[config.mk]
export PLATFORM = sky130hd
export DESIGN_NAME = adder_pipe
export DESIGN_NICKNAME = d
export VERILOG_FILES = /design/src/rtl/adder_pipe.sv
export SDC_FILE = /design/constraint.sdc
export NUM_CORES = 1
export LEC_CHECK = 0
export BUFFER_PORTS_ARGS = -buffer_cell sky130_fd_sc_hd__buf_4
export CELL_PAD_IN_SITES_DETAIL_PLACEMENT = 1
export CELL_PAD_IN_SITES_GLOBAL_PLACEMENT = 1
export CORE_AREA = 2 2 133 135
export DETAILED_ROUTE_END_ITERATION = 16
export DIE_AREA = 0 0 135 137
export PLACE_DENSITY_LB_ADDON = 0.1
export SYNTH_ARGS = -nofsm -noshare
export SYNTH_HDL_FRONTEND = slang
export SYNTH_SLANG_ARGS = --single-unit
[constraint.sdc]
create_clock -name clk -period 2.5 [get_ports clk]
set_input_delay 0.5 -clock clk [delete_from_list [all_inputs] [get_ports clk]]
set_output_delay 0.5 -clock clk [all_outputs]
set_load 0.02 [all_outputs]
[src/rtl/adder_pipe.sv]
// adder_pipe: WIDTH-bit ripple adder split into NSEG = WIDTH/SEG_W segments.
// One segment is added per pipeline stage. The segment carry is registered
// into the next stage.
// A per-stage valid/ready handshake gives full throughput with bubble-
// collapsing backpressure.
// Optional feature: define ADDER_PIPE_OVF_EN to build the signed-overflow
// flag. Without it, ovf is tied low.
module adder_pipe #(
  parameter int WIDTH = 32,
  parameter int SEG_W = 8
) (
  input  logic             clk,
  input  logic             rst_n,
  input  logic             in_valid,
  output logic             in_ready,
  input  logic [WIDTH-1:0] din_one,
  input  logic [WIDTH-1:0] din_two,
  input  logic             cin,
  output logic             out_valid,
  input  logic             out_ready,
  output logic [WIDTH-1:0] sum,
  output logic             cout,
  output logic             ovf
);

  localparam int NSEG = WIDTH / SEG_W;
  localparam int LAST = NSEG - 1;

  // Stage k holds valid, the carry out of segment k, sum segments 0..k in
  // sum_q[k], and operands in a_q/b_q. Only segments k+1.. of the operands
  // are consumed downstream.
  logic [NSEG-1:0]  v_q, v_d;
  logic [NSEG-1:0]  carry_q, carry_d;
  logic [WIDTH-1:0] sum_q [NSEG];
  logic [WIDTH-1:0] sum_d [NSEG];
  logic [WIDTH-1:0] a_q   [NSEG];
  logic [WIDTH-1:0] a_d   [NSEG];
  logic [WIDTH-1:0] b_q   [NSEG];
  logic [WIDTH-1:0] b_d   [NSEG];

  // What each stage would load: the inputs for stage 0, otherwise the
  // contents of the previous stage.
  logic [NSEG-1:0]  src_v;
  logic [NSEG-1:0]  src_c;
  logic [WIDTH-1:0] src_a   [NSEG];
  logic [WIDTH-1:0] src_b   [NSEG];
  logic [WIDTH-1:0] src_sum [NSEG];
  logic [SEG_W:0]   seg_res [NSEG];
  logic [WIDTH-1:0] merged  [NSEG];

  logic [NSEG-1:0]  adv;
  logic [NSEG-1:0]  load;

  // Advance chain: a stage may move when it is empty or its successor moves.
  // The chain depends only on valid bits and out_ready, never on in_valid.
  always_comb begin
    adv       = '0;
    adv[LAST] = !v_q[LAST] || out_ready;
    for (int k = LAST - 1; k >= 0; k--) begin
      adv[k] = !v_q[k] || adv[k+1];
    end
  end

  assign in_ready = adv[0];

  // Per-stage segment add and next-state selection (load on advance, else hold).
  always_comb begin
    // NOTE: every variable gets a default before any conditional update, so
    // no path leaves a value unassigned and no latch is inferred.
    src_v      = '0;
    src_c      = '0;
    v_d        = v_q;
    carry_d    = carry_q;
    load       = '0;

    src_v[0]   = in_valid;
    src_c[0]   = cin;
    src_a[0]   = din_one;
    src_b[0]   = din_two;
    src_sum[0] = '0;
    for (int k = 1; k < NSEG; k++) begin
      src_v[k]   = v_q[k-1];
      src_c[k]   = carry_q[k-1];
      src_a[k]   = a_q[k-1];
      src_b[k]   = b_q[k-1];
      src_sum[k] = sum_q[k-1];
    end

    for (int k = 0; k < NSEG; k++) begin
      seg_res[k] = {1'b0, src_a[k][k*SEG_W +: SEG_W]}
                 + {1'b0, src_b[k][k*SEG_W +: SEG_W]}
                 + {{SEG_W{1'b0}}, src_c[k]};
      merged[k]  = src_sum[k];
      merged[k][k*SEG_W +: SEG_W] = seg_res[k][SEG_W-1:0];

      // Data is captured only for a real transfer. A bubble moving into the
      // last stage must not disturb the last result shown on the outputs.
      load[k]  = adv[k] && src_v[k];
      sum_d[k] = sum_q[k];
      a_d[k]   = a_q[k];
      b_d[k]   = b_q[k];
      if (adv[k]) begin
        v_d[k] = src_v[k];
      end
      if (load[k]) begin
        carry_d[k] = seg_res[k][SEG_W];
        sum_d[k]   = merged[k];
        a_d[k]     = src_a[k];
        b_d[k]     = src_b[k];
      end
    end
  end

  // Pipeline registers.
  always_ff @(posedge clk or negedge rst_n) begin
    if (!rst_n) begin
      v_q     <= '0;
      carry_q <= '0;
      // NOTE: the data registers are reset too, not only the valid bits.
      // The last stage drives sum/cout directly and must come up as zero.
      // One reset process for all stage data keeps the stages uniform.
      for (int k = 0; k < NSEG; k++) begin
        sum_q[k] <= '0;
        a_q[k]   <= '0;
        b_q[k]   <= '0;
      end
    end else begin
      // NOTE: non-blocking assignments, so every stage samples its
      // predecessor's pre-edge value and data shifts exactly one stage per edge.
      v_q     <= v_d;
      carry_q <= carry_d;
      for (int k = 0; k < NSEG; k++) begin
        sum_q[k] <= sum_d[k];
        a_q[k]   <= a_d[k];
        b_q[k]   <= b_d[k];
      end
    end
  end

  assign out_valid = v_q[LAST];
  assign sum       = sum_q[LAST];
  assign cout      = carry_q[LAST];

`ifdef ADDER_PIPE_OVF_EN
  logic ovf_q, ovf_d;

  // Signed overflow: the operands share a sign and the sum's sign differs.
  // The operand MSBs reach the last stage inside the forwarded top segment.
  always_comb begin
    ovf_d = ovf_q;
    if (load[LAST]) begin
      ovf_d = (src_a[LAST][WIDTH-1] == src_b[LAST][WIDTH-1]) &&
              (merged[LAST][WIDTH-1] != src_a[LAST][WIDTH-1]);
    end
  end

  // Overflow register, captured and held together with sum.
  always_ff @(posedge clk or negedge rst_n) begin
    if (!rst_n) begin
      ovf_q <= 1'b0;
    end else begin
      ovf_q <= ovf_d;
    end
  end

  assign ovf = ovf_q;
`else
  assign ovf = 1'b0;
`endif

endmodule

* Yosys cells after proc, flatten, opt, wreduce, memory -nomap -nowiden
Index checks and enable logic that the tools add are counted.
W data, S select, Z words.
** Word-level totals
- Output and inout bits :: 36
- Logic and storage cells :: 38
- Memories kept :: 0
- Bits of input ports :: 69
- Bits in registers :: 280
- Bits in writable memories :: 0
- Bits in latches :: 0
- ROM bits :: 0
** Cells by class
- Shifts and indexed selects :: 0
- Bitwise operators :: 0
- Reductions and logical operators :: 12
- Add/sub/neg operators :: 8
- $lt $le $gt $ge :: 0
- Eq/ne operators :: 0
- $mul :: 0
- Muxes and demuxes :: 0
- Div/mod/pow operators :: 0
** Operators by type and width (number)
- $add A8 B8 Y9 :: 4
- $add A9 B1 Y9 :: 4
- $logic_and A1 B1 Y1 :: 4
- $logic_not A1 Y1 :: 4
- $logic_or A1 B1 Y1 :: 4

* Depth between registers and ports, before layout
Gate-level depths: netlist of the first run.
- Word-level depth :: 6
- Mapped depth :: 8
- Mapped depth without buffers :: 8

* Worst setup path before layout of the first run
OpenSTA, ideal clock, no wires.
- Path type :: input to register
- Start :: in din_one[0]
- End :: reg carry_q[0]
- Library setup time :: 123 ps
- Buffers on the path :: 0
- Data required time :: 2377 ps
- Arrival :: 2173 ps
- Cell stages on the path :: 7
- Path slack :: 203 ps
- Cells stage by stage :: fa_1 fa_1 a21o_1 o21ba_2 o221a_2 o21ai_0 a21oi_1
** On the way
- Word-level cells in the longest chain between the ends :: 2
** RTL lines
- start: declaration :: line 16 : input logic [WIDTH-1:0] din_one,
- $add A8 B8 Y9 :: line 91 : + {1'b0, src_b[k][k*SEG_W +: SEG_W]}
- $add A9 B1 Y9 :: line 92 : + {{SEG_W{1'b0}}, src_c[k]};
- end signal: assignment :: line 131 : carry_q <= carry_d;
- end: declaration :: line 33 : logic [NSEG-1:0] carry_q, carry_d;
No other way between the ends.
A chain may end at the register's enable or synchronous reset.

* Final worst setup path of the first run
- Start :: reg carry_q[0]
- End :: reg sum_q (netlist bit merged[46])
** On the way
- Word-level cells in the longest chain between the ends :: 1
** RTL lines
- $add A9 B1 Y9 :: line 92
- end signal: indexed assignment :: line 133 : sum_q[k] <= sum_d[k];
- end: declaration :: line 34 : logic [WIDTH-1:0] sum_q [NSEG];
No other way between the ends.

==> results.toml, run 1 <==
[status]
outcome = "complete, no violations"

[cts]
path_clk_slew_ns = 0.06
htree_levels = 4
cts-buffers-inserted = 17
cts-root-buf = "clkbuf_16"
postCtsSetupBuffers = 0
cts_buffer_depth = 2
cts_tree = "done"
worstSkewPairLatency_ns = 0.42
numClockSinks = 184

[pwr]
p_switching_uw = 3410
p_sw_frac = 0.323
power_density_nw_per_um2 = 1090
clock_power_share = 0.236
comb_power_share = 0.330
p_int_uw = 7150
power_uw = 10600
seq_power_share = 0.434
leakagePower_uw = 0.00436
ir_worst_vdd_v = 0.000578

[grt]
grt_pass1_wl_um = 26300
met2_usage = 0.330
antenna_found_initial = 0
grtUsageMet3 = 0.0348
gr-max-usage-layer = "met2"
grt_max_degree = 55
grt.total_usage = 0.183
grt_pass1_vias = 5419
use_met1 = 0.219
gr-total-overflow = 0

[setup_path]
crit_type = "reg2reg"
end_kind = "flip-flop"
cp_num_buf_inv = 0
start_kind = "flip-flop"
crit_family = "adder cells"
crit_top_cell = "fa_1"
crit_chain = "fa_1 > fa_1 > a21o_1 > a31oi_1 > nand2b_1 > a211oi_1 > o31ai_1"
crit_path_top_delay_cell = "fa_1"
max_stage_delay_ns = 0.50
critical_path_required_ns = 2.80
worst_ep_arrival_time_ns = 2.67
path_max_fanout = 3

[cells_and_area]
synthToLayoutAreaGrowth_pct = 20.3
final_cell_mix = "184 x dfrtp_1, 109 x buf_4, 90 x mux2_1"
nNetsFinal = 791
drive_above_1_share = 0.314
fin_cells = 923
layout_commonest_cell = "dfrtp_1"
final_area_um2 = 9690
antennaDiodeCount = 0

[floorplanning]
fp.dieW_um = 135
dieArea_um2 = 18500
die_y_um = 137
coreArea_um2 = 17100
io_pins = 105
rows = 48
start_util = 0.472

[synthesis]
syn_area_um2 = 8050
ys_ff_latch = 184
syn_inst = 571
syn_nets = 676
ys_types = 40
ys.warnings.count = 0
syn_area_per_cell_um2 = 14.1
ys_seq_area_frac = 0.572

[routing]
post_drt_wl_per_cell_um = 17.1
drtAntennaViolNets = 0
routed_wl_um = 15800
drt_iter0_drc = 107
drc = 0
vias = 4775
first_pass_iters = 3
via_per_inst = 5.17

[placement]
dpl.hpwl_um = 11600
placed_cells = 892
globalplace.congestion = 0.787
port_buffers = 103
placed_cell_area_um2 = 9140

[timing]
maxSlewHeadroom = 0.652
fin_skew_ns = 0.00556
period_needed_ns = 2.36
rsz0062_at_grt = "false"
slew_violations = 0
hold_viol = 0
final.setup.tns_ns = 0
hold_slack_ns = 0.0350
finalSetupViolations = 0
worst_slew_pin_slew_ns = 0.522
timing.fmax_mhz = 423
timing.final.crit_share = 0.945

[worst_hold_path]
hold_path.class = "in2async"

[flow_run]
max_cap_violations = 0
repair_timing:
item	4_1_cts	5_1_grt
endpoints found under the setup margin	0	1
resized for setup	0	1
hold buffers	0	0
cells in the mapped netlist (all sizes together):
master | n | area, um^2
a211o | 1 | 8.76
a211oi | 10 | 75.1
a21boi | 1 | 7.51
a21o | 7 | 52.6
a21oi | 19 | 95.1
a31oi | 3 | 18.8
and2 | 2 | 12.5
buf | 20 | 163
clkbuf | 1 | 3.75
conb | 1 | 3.75
dfrtp | 184 | 4600
fa | 8 | 160
ha | 28 | 350
inv | 6 | 22.5
mux2 | 152 | 1710
nand2 | 29 | 124
nand2b | 8 | 50.1
nand3 | 2 | 15.0
nand4 | 1 | 21.3
nor2 | 11 | 41.3
nor2b | 3 | 26.3
nor3 | 3 | 15.0
o211ai | 3 | 22.5
o21a | 1 | 7.51
o21ai | 37 | 185
o21ba | 1 | 10.0
o21bai | 2 | 15.0
o221a | 1 | 11.3
o22ai | 1 | 6.26
o31ai | 6 | 45.0
o41ai | 1 | 16.3
or2 | 2 | 12.5
xnor2 | 3 | 26.3
xor2 | 13 | 114
area by class of cell:
class	count	area, um^2
well taps	225	282
flip-flops and latches	184	4600
clock inverters	8	73.8
repair buffers	117	970
inverters	6	22.5
multi-input cells	360	3270
clock buffers	23	468
fillers	1736	7360
metal layers:
layer  vias to the layer above  part of all wire
li1                       2267                 -
met1                      2415              0.42
met2                        71              0.53
met3                        22             0.028
met4                         0             0.016
met5                         -                 0
flip-flops by register name, indices dropped and copies added, names as in the netlist:
signal,flops
a_q,48
b_q,48
merged,48
sum,32
carry_q,4
v_q,4
kinds of logic after synthesis:
| kind of cell | count (synthesis) | share of synthesized area |
|---|---|---|
| and+or+nand+nor | 61 | 0.0395 |
| AOI/OAI and AO/OA | 94 | 0.0716 |
| xor gates and xnor gates | 16 | 0.0174 |
| buffers and inverters | 27 | 0.0235 |
| muxes | 152 | 0.213 |
| adders and majority gates | 36 | 0.0634 |
| DFF | 184 | 0.572 |
| other | 1 | 0.000466 |
worst paths after layout:
| kind | startpoint | end | slack (ns) | depth (start not counted) |
|---|---|---|---|---|
| max | carry_q[0]$_DFFE_PN0P_ | merged[46]$_DFFE_PN0P_ | 0.14 | 7 |
| min | rst_n | b_q[89]$_DFFE_PN0P_ | 0.03 | 1 |
| max reg2reg | carry_q[0]$_DFFE_PN0P_ | merged[46]$_DFFE_PN0P_ | 0.14 | 7 |
| min reg2reg | sum[25]$_DFFE_PN0P_ | sum[25]$_DFFE_PN0P_ | 0.48 | 2 |
| max in group asynchronous | rst_n | merged[7]$_DFFE_PN0P_ | 1.71 | 2 |
| min in group clk | din_two[12] | b_q[108]$_DFFE_PN0P_ | 0.28 | 2 |
per-stage QoR:
step                setup slack (ns)   util
global route                 0.00896  0.568
finish                         0.136  0.568
CTS                            0.102  0.568
detailed placement           -0.0406  0.536
floorplan                      0.203      -
global placement            -0.00380  0.536
power by group through the flow:
| stage | registers [uW] | clock network (uW) | logic, uW |
|---|---|---|---|
| 2_1_floorplan | 4770 | 0 | 2080 |
| 3_3_place_gp | 4580 | 0 | 3320 |
| 4_1_cts | 4610 | 2560 | 3550 |
| 3_5_place_dp | 4660 | 0 | 3490 |
| 5_1_grt | 4730 | 2670 | 3870 |
| 6_report | 4580 | 2490 | 3480 |
No activity file was read; power rests on OpenSTA's default activity.
==> inputs of run 2 (changes only) <==
--- a/config.mk
+++ b/config.mk
@@ -5,12 +5,13 @@
 export SDC_FILE = /design/constraint.sdc
 export NUM_CORES = 1
 export LEC_CHECK = 0
+export ABC_AREA = 1
 export BUFFER_PORTS_ARGS = -buffer_cell sky130_fd_sc_hd__buf_4
 export CELL_PAD_IN_SITES_DETAIL_PLACEMENT = 1
 export CELL_PAD_IN_SITES_GLOBAL_PLACEMENT = 1
-export CORE_AREA = 2 2 133 135
+export CORE_AREA = 10 10 149 151
 export DETAILED_ROUTE_END_ITERATION = 16
-export DIE_AREA = 0 0 135 137
+export DIE_AREA = 0 0 159 161
 export PLACE_DENSITY_LB_ADDON = 0.1
 export SYNTH_ARGS = -nofsm -noshare
 export SYNTH_HDL_FRONTEND = slang
==> run 2 against run 1 <==
  * Sequential power grew 2%
  * Sequential share of layout area shrank 0.55 points
  * Register-to-register slack gained 0.41 ns
  * Hold slack gained 0.030 ns
  * Via count grew 31%
  * Critical path depth grew 2
  * Core utilization shrank 5.8 points
  * Routed wire length grew 26%
  * Synthesized cell count grew 69%
  * Die area grew 38%
  * Global-route usage shrank 2.3 points
  * Fmax grew 21%
==> results.toml, run 2 <==
[status]
outcome = "complete, no violations"

[setup_path]
crit_chain = "fa_1 > fa_1 > nand2_1 > nand2_1 > nand3b_1 > nand2_1 > nand2_1 > nand3_1 > nand2_1"
start_kind = "flip-flop"
r2r_end = "merged[46]$_DFFE_PN0P_"
crit_family = "adder cells"
max_stage_delay_ns = 0.48
crit_type = "reg2reg"
rr_startpoint = "carry_q[0]$_DFFE_PN0P_"
critical_path_required_ns = 2.87
path_max_fanout = 2
worst_ep_arrival_time_ns = 2.32
crit_top_cell = "nand2_1"
rrSetupSlack_ns = 0.55
crit_path_top_delay_cell = "fa_1"
end_kind = "flip-flop"
cp_num_buf_inv = 0
reg2reg_depth = 9

[synthesis]
syn_area_um2 = 8260
ys_ff_latch = 184
syn_nets = 1070
synth-edff-count = 0
yosysTopAreaCell = "dfrtp_1"
syn_inst = 965
async_reset_ff_frac = 1.00
synth_top_flop_cell = "dfrtp_1"
ys_seq_area_frac = 0.557
synthTopCellsByCount = "454 x nand2_1, 184 x dfrtp_1, 72 x inv_1, 60 x o21ai_0, 31 x nand3_1"
yosysMostFrequentCell = "nand2_1"
ys_types = 26
yosys-top-cells-area = "dfrtp_1 56%, nand2_1 21%, ha_1 4.2%"
synth_top_area_frac = 0.557
syn_area_per_cell_um2 = 8.56
ys.warnings.count = 0

[cts]
postCtsSetupBuffers = 0
numClockSinks = 184
htree_levels = 4
cts-buffers-inserted = 17
cts_buffer_depth = 2
cts-root-buf = "clkbuf_16"
cts_tree = "done"
worstSkewPairLatency_ns = 0.43
cts.repair.resized = 0
postCtsHoldBufs = 0
path_clk_slew_ns = 0.07

[routing]
post_drt_wl_per_cell_um = 14.9
vias = 6271
routed_wl_um = 19900
drtAntennaViolNets = 0
drt_iter0_drc = 249
via_per_inst = 4.70
drc = 0
first_pass_iters = 4

[grt]
antenna_found_initial = 0
grt.total_usage = 0.160
grt_max_degree = 64
gr-total-overflow = 0
grt_pass1_wl_um = 33800
grt_pass1_vias = 6630

[worst_hold_path]
hold_path.class = "in2async"

[cells_and_area]
synthToLayoutAreaGrowth_pct = 18.6
antennaDiodeCount = 0
final_area_um2 = 9800
layout_commonest_cell = "nand2_1"
drive_above_1_share = 0.144
final_cell_mix = "454 x nand2_1, 184 x dfrtp_1, 106 x buf_4"
nNetsFinal = 1163

[floorplanning]
start_util = 0.430
coreArea_um2 = 19200
fp.dieW_um = 159
rows = 51
io_pins = 105
die_y_um = 161
dieArea_um2 = 25600

[timing]
finalSetupViolations = 0
rsz0062_at_grt = "false"
period_needed_ns = 1.95
timing.fmax_mhz = 512
worst_slew_pin_slew_ns = 1.01
final.setup.tns_ns = 0
timing.final.crit_share = 0.781
slew_violations = 0
hold_viol = 0
maxSlewHeadroom = 0.323
fin_skew_ns = 0.00838

[pwr]
ir_worst_vdd_v = 0.000544
p_sw_frac = 0.384
seq_power_share = 0.417
p_switching_uw = 4290
power_density_nw_per_um2 = 1140
clock_power_share = 0.220
p_int_uw = 6880
leakagePower_uw = 0.00526
comb_power_share = 0.363
power_uw = 11200

[placement]
dpl.hpwl_um = 14500
placed_cell_area_um2 = 9270
port_buffers = 103
globalplace.congestion = 0.766

[flow_run]
max_cap_violations = 0
## run 2: worst max path at each step
| stage | slack [ns] | cells after the start | startpoint | endpoint |
|---|---|---|---|---|
| 6_report | 0.55 | 9 | carry_q[0]$_DFFE_PN0P_ | merged[46]$_DFFE_PN0P_ |
| 4_1_cts | 0.53 | 9 | carry_q[0]$_DFFE_PN0P_ | merged[46]$_DFFE_PN0P_ |
| 5_1_grt | 0.39 | 7 | v_q[3]$_DFFE_PN0P_ | merged[64]$_DFFE_PN0P_ |
| 2_1_floorplan | 0.62 | 8 | din_one[0] | merged[70]$_DFFE_PN0P_ |
| 3_3_place_gp | 0.40 | 9 | din_one[0] | merged[70]$_DFFE_PN0P_ |
| 3_5_place_dp | 0.36 | 10 | din_one[0] | merged[70]$_DFFE_PN0P_ |
## run 2: cells by family (layout without fill, tap and decap cells)
kind of cell             after synthesis  after routing  synth area share
AND/OR/NAND/NOR                      526            526             0.254
flip-flops                           184            184             0.557
buffers and inverters                113            218            0.0584
AO/OA/AOI/OAI                         98             98            0.0609
adder cells (fa/ha/maj)               36             36            0.0618
XOR/XNOR                               7              7           0.00742
other                                  1              1          0.000454
## run 2: cell type report
class                      count  area [um^2]
fill                        2312         9400
inverter                      77          289
multi-input combinational    668         3180
timing repair buffer         110          867
sequential                   184         4600
tap                          265          332
clock buffer                  21          460
clock inverter                10         75.1
## run 2: through the flow
stage,utilization,hold slack [ns],setup slack [ns],instances
final,0.510,0.0650,0.547,1335
after global routing,0.510,0.102,0.389,1335
after CTS,0.510,0.0909,0.527,1335
after detailed placement,0.483,0.459,0.364,1304
after global placement,0.483,0.454,0.395,1304
after floorplan,-,0.204,0.619,965
## run 2: worst reg2reg max path, cell delays in order (launching register included)
cell and delay, ns:
dfrtp_1 0.43, fa_1 0.48, fa_1 0.40, nand2_1 0.10
nand2_1 0.08, nand3b_1 0.11, nand2_1 0.08, nand2_1 0.07
nand3_1 0.06, nand2_1 0.08
## run 2: per-layer routing
metal  track usage  vias to the layer above  part of all wire  routed length [um]
met3        0.0366                       19             0.039                 773
li1              -                     3177                 -                   -
met2         0.233                      104              0.42                8440
met4        0.0505                        0             0.012                 248
met1         0.230                     2971              0.52               10400
met5             0                        -                 0                   0
## run 2: power groups by stage
stage	Combinational [uW]	Sequential (uW)	Clock [uW]
6_report	4060	4650	2460
3_5_place_dp	4110	4710	0
4_1_cts	4160	4660	2520
2_1_floorplan	2570	4800	0
3_3_place_gp	4000	4670	0
5_1_grt	4720	4780	2640
